## src/rtl/route_lookup_arbiter_pkg.sv

```systemverilog
// Shared constants for the routing-table lookup arbiter: address/direction
// widths, mesh size, port indices, FSM state type and a range-check helper.
`ifndef ROUTE_LOOKUP_ARBITER_DEFINES
`define ROUTE_LOOKUP_ARBITER_DEFINES
`define ADDR_SZ 4
`define BITS_DIR 3
`define NUM_NODES 9
`define DIR_LOCAL 4
`endif

package route_lookup_arbiter_pkg;

  localparam int ADDR_SZ   = `ADDR_SZ;
  localparam int BITS_DIR  = `BITS_DIR;
  localparam int NUM_NODES = `NUM_NODES;

  // Input port indices; Local is always the highest index.
  localparam int PORT_N     = 0;
  localparam int PORT_E     = 1;
  localparam int PORT_S     = 2;
  localparam int PORT_W     = 3;
  localparam int PORT_LOCAL = 4;

  localparam logic [BITS_DIR-1:0] DIR_LOCAL_V   = BITS_DIR'(`DIR_LOCAL);
  localparam logic [ADDR_SZ-1:0]  NUM_NODES_A   = ADDR_SZ'(`NUM_NODES);

  typedef enum logic [0:0] {
    ST_INIT = 1'b0,
    ST_RUN  = 1'b1
  } state_e;

  // Destinations at or above the node count have no table entry.
  function automatic logic dest_out_of_range(input logic [ADDR_SZ-1:0] d);
    return (d >= NUM_NODES_A);
  endfunction

endpackage

```

## src/rtl/route_lookup_arbiter_if.sv

```systemverilog
// Bundle of the per-port lookup handshake and the routing-table read port.
//
// Handshake: a requester raises req[i] with dest[i] stable and holds it until
// it sees ack[i] for one cycle; dir_out[i]/err[i] are valid from that cycle on
// and held until the next ack[i]. Dropping req[i] before ack withdraws the
// request. table_addr/table_data form a combinational read of the table.
interface route_lookup_arbiter_if #(
  parameter int NUM_PORTS = 5
);
  import route_lookup_arbiter_pkg::*;

  logic [NUM_PORTS-1:0]          req;
  logic [NUM_PORTS*ADDR_SZ-1:0]  dest;
  logic [ADDR_SZ-1:0]            table_addr;
  logic [BITS_DIR-1:0]           table_data;
  logic [NUM_PORTS-1:0]          ack;
  logic [NUM_PORTS*BITS_DIR-1:0] dir_out;
  logic [NUM_PORTS-1:0]          err;
  logic                          ready;
  state_e                        dbg_state;

  modport master (
    output req, dest, table_data,
    input  table_addr, ack, dir_out, err, ready, dbg_state
  );

  modport slave (
    input  req, dest, table_data,
    output table_addr, ack, dir_out, err, ready, dbg_state
  );

endinterface

```

## src/rtl/route_lookup_arbiter_rr_arbiter.sv

```systemverilog
// Round-robin arbiter: picks the first unmasked requester at or above the
// pointer (wrapping), and moves the pointer just past the winner.
module rr_arbiter #(
  parameter  int N     = 5,
  localparam int IDX_W = (N > 1) ? $clog2(N) : 1
) (
  input  logic             clk,
  input  logic             reset,
  input  logic             en,
  input  logic [N-1:0]     req,
  input  logic [N-1:0]     mask,
  output logic [N-1:0]     grant_oh,
  output logic [IDX_W-1:0] grant_idx,
  output logic             grant_vld
);

  logic [IDX_W-1:0] ptr_q, ptr_d;
  logic [N-1:0]     eligible;

  // Scan from the pointer upward; the first eligible port wins.
  always_comb begin
    eligible  = req & ~mask;
    grant_oh  = '0;
    grant_idx = '0;
    grant_vld = 1'b0;
    if (en) begin
      for (int k = 0; k < N; k++) begin
        if (!grant_vld && eligible[(int'(ptr_q) + k) % N]) begin
          grant_vld                        = 1'b1;
          grant_idx                        = IDX_W'((int'(ptr_q) + k) % N);
          grant_oh[(int'(ptr_q) + k) % N]  = 1'b1;
        end
      end
    end
  end

  // Pointer moves past the winner only when a grant is made.
  always_comb begin
    ptr_d = ptr_q;
    if (grant_vld) begin
      if (grant_idx == IDX_W'(N - 1)) ptr_d = '0;
      else                            ptr_d = grant_idx + 1'b1;
    end
  end

  // Pointer register.
  always_ff @(posedge clk or posedge reset) begin
    if (reset) ptr_q <= '0;
    else       ptr_q <= ptr_d;
  end

endmodule

```

## src/rtl/route_lookup_arbiter.sv

```systemverilog
// Routing-table lookup arbiter: waits out table initialisation, then grants
// one lookup per cycle round-robin, drives the table address and registers
// the returned direction and range error per port with a one-cycle ack.
module route_lookup_arbiter
  import route_lookup_arbiter_pkg::*;
#(
  parameter int NUM_PORTS   = 5,
  parameter int INIT_CYCLES = 2
) (
  input  logic                  clk,
  input  logic                  reset,
  route_lookup_arbiter_if.slave bus
);

  localparam int IDX_W = (NUM_PORTS > 1) ? $clog2(NUM_PORTS) : 1;
  localparam int CNT_W = (INIT_CYCLES > 1) ? $clog2(INIT_CYCLES) : 1;
  localparam logic [CNT_W-1:0] INIT_LAST = CNT_W'(INIT_CYCLES - 1);

  state_e                        state_q, state_d;
  logic [CNT_W-1:0]              init_cnt_q, init_cnt_d;
  logic [ADDR_SZ-1:0]            addr_q, addr_d;
  logic [NUM_PORTS-1:0]          ack_q, ack_d;
  logic [NUM_PORTS-1:0]          err_q, err_d;
  logic [NUM_PORTS*BITS_DIR-1:0] dir_q, dir_d;

  logic                          run;
  logic [NUM_PORTS-1:0]          grant_oh;
  logic [IDX_W-1:0]              grant_idx;
  logic                          grant_vld;
  logic [ADDR_SZ-1:0]            dest_sel;
  logic                          oor;

  assign run = (state_q == ST_RUN);

  // A port acked this cycle is masked so it cannot win twice in a row.
  rr_arbiter #(.N(NUM_PORTS)) u_rr (
    .clk       (clk),
    .reset     (reset),
    .en        (run),
    .req       (bus.req),
    .mask      (ack_q),
    .grant_oh  (grant_oh),
    .grant_idx (grant_idx),
    .grant_vld (grant_vld)
  );

  // FSM next state: count out the table-load window, then run forever.
  always_comb begin
    state_d    = state_q;
    init_cnt_d = init_cnt_q;
    case (state_q)
      ST_INIT: begin
        if (init_cnt_q == INIT_LAST) state_d = ST_RUN;
        else                         init_cnt_d = init_cnt_q + 1'b1;
      end
      ST_RUN:  state_d = ST_RUN;
      default: state_d = ST_INIT;
    endcase
  end

  // Address mux: granted port's destination, otherwise hold the last address.
  always_comb begin
    dest_sel = bus.dest[grant_idx*ADDR_SZ +: ADDR_SZ];
    oor      = dest_out_of_range(dest_sel);
    addr_d   = grant_vld ? dest_sel : addr_q;
  end

  // Result update for the granted port; out-of-range lookups ignore the table.
  always_comb begin
    ack_d = '0;
    err_d = err_q;
    dir_d = dir_q;
    if (grant_vld) begin
      ack_d                                = grant_oh;
      err_d[grant_idx]                     = oor;
      dir_d[grant_idx*BITS_DIR +: BITS_DIR] = oor ? DIR_LOCAL_V : bus.table_data;
    end
  end

  // State, counter, address and per-port result registers.
  always_ff @(posedge clk or posedge reset) begin
    if (reset) begin
      state_q    <= ST_INIT;
      init_cnt_q <= '0;
      addr_q     <= '0;
      ack_q      <= '0;
      err_q      <= '0;
      dir_q      <= '0;
    end else begin
      state_q    <= state_d;
      init_cnt_q <= init_cnt_d;
      addr_q     <= addr_d;
      ack_q      <= ack_d;
      err_q      <= err_d;
      dir_q      <= dir_d;
    end
  end

  assign bus.table_addr = addr_d;
  assign bus.ack        = ack_q;
  assign bus.err        = err_q;
  assign bus.dir_out    = dir_q;
  assign bus.ready      = run;
  assign bus.dbg_state  = state_q;

endmodule

```

## src/flat_wrapper.sv

```systemverilog
// flat-port wrapper written by rule: the top's interface ports become plain ports
module route_lookup_arbiter_flat import route_lookup_arbiter_pkg::*;
#(
  parameter int NUM_PORTS   = 5,
  parameter int INIT_CYCLES = 2
)
  (clk, reset, bus_req, bus_dest, bus_table_data, bus_table_addr, bus_ack, bus_dir_out, bus_err, bus_ready, bus_dbg_state);
  route_lookup_arbiter_if #(.NUM_PORTS(NUM_PORTS)) bus_i ();
  input  logic clk;
  input  logic reset;
  input wire logic [$bits(bus_i.req)-1:0] bus_req;
  input wire logic [$bits(bus_i.dest)-1:0] bus_dest;
  input wire logic [$bits(bus_i.table_data)-1:0] bus_table_data;
  output wire logic [$bits(bus_i.table_addr)-1:0] bus_table_addr;
  output wire logic [$bits(bus_i.ack)-1:0] bus_ack;
  output wire logic [$bits(bus_i.dir_out)-1:0] bus_dir_out;
  output wire logic [$bits(bus_i.err)-1:0] bus_err;
  output wire logic [$bits(bus_i.ready)-1:0] bus_ready;
  output wire logic [$bits(bus_i.dbg_state)-1:0] bus_dbg_state;
  assign bus_i.req = bus_req;
  assign bus_i.dest = bus_dest;
  assign bus_i.table_data = bus_table_data;
  assign bus_table_addr = bus_i.table_addr;
  assign bus_ack = bus_i.ack;
  assign bus_dir_out = bus_i.dir_out;
  assign bus_err = bus_i.err;
  assign bus_ready = bus_i.ready;
  assign bus_dbg_state = bus_i.dbg_state;
  route_lookup_arbiter #(.NUM_PORTS(NUM_PORTS), .INIT_CYCLES(INIT_CYCLES)) u_core (.clk(clk), .reset(reset), .bus(bus_i));
endmodule
```

## config.mk

```make
export PLATFORM = sky130hd
export DESIGN_NAME = route_lookup_arbiter_flat
export DESIGN_NICKNAME = d
export VERILOG_FILES = /design/src/rtl/route_lookup_arbiter_pkg.sv /design/src/rtl/route_lookup_arbiter_if.sv /design/src/rtl/route_lookup_arbiter_rr_arbiter.sv /design/src/rtl/route_lookup_arbiter.sv /design/src/flat_wrapper.sv
export SDC_FILE = /design/constraint.sdc
export NUM_CORES = 1
export LEC_CHECK = 0
export ABC_AREA = 0
export ABC_CLOCK_PERIOD_IN_PS = 8100
export CORE_MARGIN = 8
export CORE_UTILIZATION = 56
export CTS_CLUSTER_SIZE = 10
export DETAILED_ROUTE_END_ITERATION = 10
export PLACE_DENSITY = 0.83
export SYNTH_ARGS = -nofsm -noshare
export SYNTH_HDL_FRONTEND = slang
export SYNTH_SLANG_ARGS = --single-unit
```

## constraint.sdc

```tcl
create_clock -name clk -period 8.1 [get_ports clk]
set_input_delay 0.81 -clock clk [delete_from_list [all_inputs] [get_ports clk]]
set_output_delay 0.81 -clock clk [all_outputs]
set_load 0.005 [all_outputs]
```

==> results summary <==
The run finished with clean final reports. The share of the yosys chip area belonging to registers is 19.95%. The worst setup timing slack at the placement stage came out at 0.2583 ns. The number of nets with antenna violations after routing came out at 0. TritonCTS built the clock tree.

The minimum period implied by the final worst setup slack came out at 7.703 ns. Tracing the worst setup path back leads to its startpoint at u_core.u_rr.ptr_q[1]. The most common cell type on the critical path is sky130_fd_sc_hd__ha_1. The detail-routed via count per cell is 6.698. The number of nets in the layout is 644. The first global-routing pass estimated 21.72 mm of wire.

The synthesized flop and latch total came out at 34. The worst setup path is launched from a flop. In this run the vertical extent of the chip is 103.3 um.

Clock tree synthesis found a total of 34 sinks. Of all nets on the critical path, the largest fanout is 13. The tightest min-delay check is of the reg2reg type.

The synthesized design devotes to its leading area cell type 19.95% of total area. The number of hold violations in the final report is 0. The count of synthesis-stage warnings from yosys is 0. The endpoint identified for the worst register-to-register timing path is u_core.bus.dir_out[13]. After clock tree synthesis, the clock-pin slew on the worst setup and hold paths is 0.08 ns. The violation count after the first detailed-route iteration came out at 399. The initial utilization of the core area, before any placement, comes to 56.35%. The total count of max-transition violations in the final report came to 0. The total global-route track usage came out at 25.72%. The required time of the worst setup path came out at 7.29 ns. The number of different library cells in the post-synthesis netlist is 87. The area of the mapped netlist is 0.004264 mm^2.

The number of maximum-capacitance constraint violations came out at 0. The slew at the pin closest to its max-slew limit is 0.9667 ns. The final worst slack came out at 0.3972 ns. The critical path in this run is classified as reg2out. The first detailed-routing pass took 5 iterations.

The root buffer cell is sky130_fd_sc_hd__clkbuf_8. The async set-reset flop share out of synthesis is 100.0%. The worst pin sits at a relative slew slack of 35.25%. After synthesis, the cell types taking the most area are sky130_fd_sc_hd__dfrtp_1, sky130_fd_sc_hd__ha_1, sky130_fd_sc_hd__mux2i_1. The gate count of the mapped netlist came out at 533. The core outline area came out at 0.007567 mm^2. The filler-free cell count of the finished design is 686.

The largest clock skew in the final design is 0.007348 ns. The maximum number of buffers from clock root to sink is 2. The average wire per cell in the routed design came out at 19.79 um. The number of enable flip-flop cells after synthesis came out at 0. The number of global-route vias before repair is 4330. The count of port buffers added during placement came out at 60. For this design, the slowest cell found on the critical path is sky130_fd_sc_hd__clkdlybuf4s50_1. Leaving out fill and tap cells, the most frequent cell in the layout is sky130_fd_sc_hd__clkdlybuf4s50_1.

In this run the worst setup path terminates at bus_table_addr[2]. The total congestion overflow is 0. After floorplanning, the core was divided into 32 placement rows. The number of buffers created by CTS is 5. The total instance count after detailed placement came out at 676. For this run, the slowest stage of the critical path takes 0.54 ns.

The final HPWL from detailed placement came out at 10.26 mm. The repair_antennas step left the layout with diodes totalling 0. The post-synth net total is 594. The total number of vias is 4595. The remaining design rule violation count is 0. The area growth from synthesis to final layout is 18.16%. The total I/O pin count is 61. In the layout the commonest cells are sky130_fd_sc_hd__clkdlybuf4s50_1, sky130_fd_sc_hd__nand2_1, sky130_fd_sc_hd__nor2_1, sky130_fd_sc_hd__dfrtp_1, sky130_fd_sc_hd__ha_1. The final layout contains routed wiring with a total length of 13.58 mm. The synthesized area divided by synthesized cell count came out at 8.000 um^2. The number of cells traversed by the worst register-to-register path is 26.

The number of antenna violations at the first check in global routing is 0. The setup violation total in the final timing report is 0. At the worst endpoint, the arrival time is 6.89 ns.

STA classifies the critical path endpoint as an output pin. The H-tree level count came out at 2. The most used flip-flop cell after synthesis is sky130_fd_sc_hd__dfrtp_1. Traced cell by cell, the critical path runs through inv_1 > ha_1 > inv_1 > ha_1 > inv_1 > ha_1 > or3_4 > and2_2 > xnor2_2 > ha_1 > nand2b_1 > nand4_1 > and2_1 > nand4_1 > a211oi_1 > a211o_1 > a211oi_2 > o311ai_4 > mux2i_1 > o211ai_4 > nand2_1 > o21ai_0 > clkdlybuf4s50_1. The worst-case register-to-register setup slack came out at 1.13 ns. The fraction of the cycle the final worst path needs came out at 95.10%. Based on the critical path, the design can be clocked at up to 0.1298 GHz. The die covers 0.01066 mm^2.

The cell type with the highest aggregate area in the netlist is sky130_fd_sc_hd__dfrtp_1. The pin count of the biggest net entering global routing is 41. The clock reaches the later pin of the worst-skew pair after 0.29 ns.

Setup total negative slack on the finished layout was measured at 0 ns. The congestion estimate from routability-driven global placement came to 1.036. In this run the critical register-to-register path is launched from u_core.u_rr.ptr_q[1].

The ratio of cells with drive above 1 in the final layout is 10.27%. The die outline width came out at 103.3 um.
## per-stage QoR
step | hold WS [ns] | instance area [um^2] | utilization [%]
floorplan | 0.4261 | 4264 | -
global placement | 0.4411 | 4910 | 64.88
detailed placement | 0.4617 | 4910 | 64.88
CTS | 0.4786 | 5015 | 66.27
global route | 0.4980 | 5039 | 66.58
finish | 0.4741 | 5039 | 66.58
## synthesized netlist by cell type, types with 3 or more instances
cell / count
sky130_fd_sc_hd__buf_6: 3
sky130_fd_sc_hd__inv_1: 27
sky130_fd_sc_hd__a221oi_1: 3
sky130_fd_sc_hd__a22o_1: 10
sky130_fd_sc_hd__or2_2: 4
sky130_fd_sc_hd__nor4_1: 10
sky130_fd_sc_hd__nor3_1: 14
sky130_fd_sc_hd__a31o_2: 3
sky130_fd_sc_hd__o22ai_1: 10
sky130_fd_sc_hd__a21o_1: 4
sky130_fd_sc_hd__xnor2_1: 7
sky130_fd_sc_hd__buf_2: 12
sky130_fd_sc_hd__and2_1: 5
sky130_fd_sc_hd__and3_1: 5
sky130_fd_sc_hd__a211oi_1: 5
sky130_fd_sc_hd__o221a_2: 6
sky130_fd_sc_hd__nand2b_1: 18
sky130_fd_sc_hd__clkbuf_1: 9
sky130_fd_sc_hd__nand4_1: 4
sky130_fd_sc_hd__nand3b_1: 3
sky130_fd_sc_hd__nor2_1: 44
sky130_fd_sc_hd__or3_1: 6
sky130_fd_sc_hd__a22oi_1: 3
sky130_fd_sc_hd__ha_1: 31
sky130_fd_sc_hd__nand3_1: 13
sky130_fd_sc_hd__buf_4: 6
sky130_fd_sc_hd__o22a_1: 4
sky130_fd_sc_hd__a21oi_1: 29
sky130_fd_sc_hd__dfrtp_1: 34
sky130_fd_sc_hd__o211ai_1: 7
sky130_fd_sc_hd__o31ai_1: 4
sky130_fd_sc_hd__o21ai_0: 20
sky130_fd_sc_hd__a31o_1: 8
sky130_fd_sc_hd__a31oi_1: 8
sky130_fd_sc_hd__nand2_1: 45
sky130_fd_sc_hd__mux2_2: 4
sky130_fd_sc_hd__or4_1: 4
sky130_fd_sc_hd__a211o_1: 4
sky130_fd_sc_hd__mux2i_1: 21
sky130_fd_sc_hd__nor2b_1: 11
sky130_fd_sc_hd__a311oi_1: 3
## what timing repair did
action	4_1_cts	5_1_grt
hold buffers	0	0
setup buffers	0	2
endpoints found under the hold margin	0	0
pin swaps	0	1
endpoints found under the setup margin	1	4
resized for setup	1	2
## routing by layer
metal	vias up	track usage [%]	wire, um
met5	-	0	0
met4	0	6.563	272
met3	33	5.087	1130
met2	246	39.60	6015
met1	2216	35.79	6156
li1	2100	-	-
## logic make-up after synthesis
kind of cell,count (synthesis),synth area share [%]
buffers and inverters,61,6.837
muxes,25,5.986
xor gates and xnor gates,11,2.876
DFF,34,19.95
adders and majority gates,31,9.096
and+or+nand+nor,197,23.71
AOI/OAI and AO/OA,174,31.54
## how the worst min path moves through the flow
| stage | to | slack, ns | start | cells past startpoint |
|---|---|---|---|---|
| floorplan | u_core.init_cnt_q | 0.43 | u_core.init_cnt_q | 1 |
| global placement | u_core.init_cnt_q | 0.44 | u_core.init_cnt_q | 1 |
| detailed placement | u_core.init_cnt_q | 0.46 | u_core.init_cnt_q | 1 |
| CTS | u_core.init_cnt_q | 0.48 | u_core.init_cnt_q | 1 |
| global route | u_core.init_cnt_q | 0.50 | u_core.init_cnt_q | 1 |
| finish | u_core.init_cnt_q | 0.47 | u_core.init_cnt_q | 1 |
## state kept, by name, summed over array words and instances, names as in the netlist
name / count
u_core.addr_q: 4
u_core.bus.ack: 5
u_core.bus.dbg_state: 1
u_core.bus.dir_out: 15
u_core.bus.err: 5
u_core.init_cnt_q: 1
u_core.u_rr.ptr_q: 3
## worst max-delay path: cells and delay by family, from the launching register on
family	cells	cell delay [ns]
fa+ha+maj	4	1.13
compound gates	6	2.04
xor+xnor	1	0.29
buf+inv	4	0.96
simple gates	7	1.57
flops	1	0.38
mux	1	0.23
## cell type report
class / instances / area, um^2
clock buffers: 6 / 82.58
inverters: 29 / 111.4
well taps: 102 / 127.6
repair buffers: 75 / 713.2
multi-input cells: 438 / 3141
clock inverters: 2 / 12.51
flip-flops and latches: 34 / 850.8
fillers: 637 / 2529
Power is left out: the tool's default activity adds up to more than one toggle a clock period on the data nets, which glitch-free logic cannot reach.
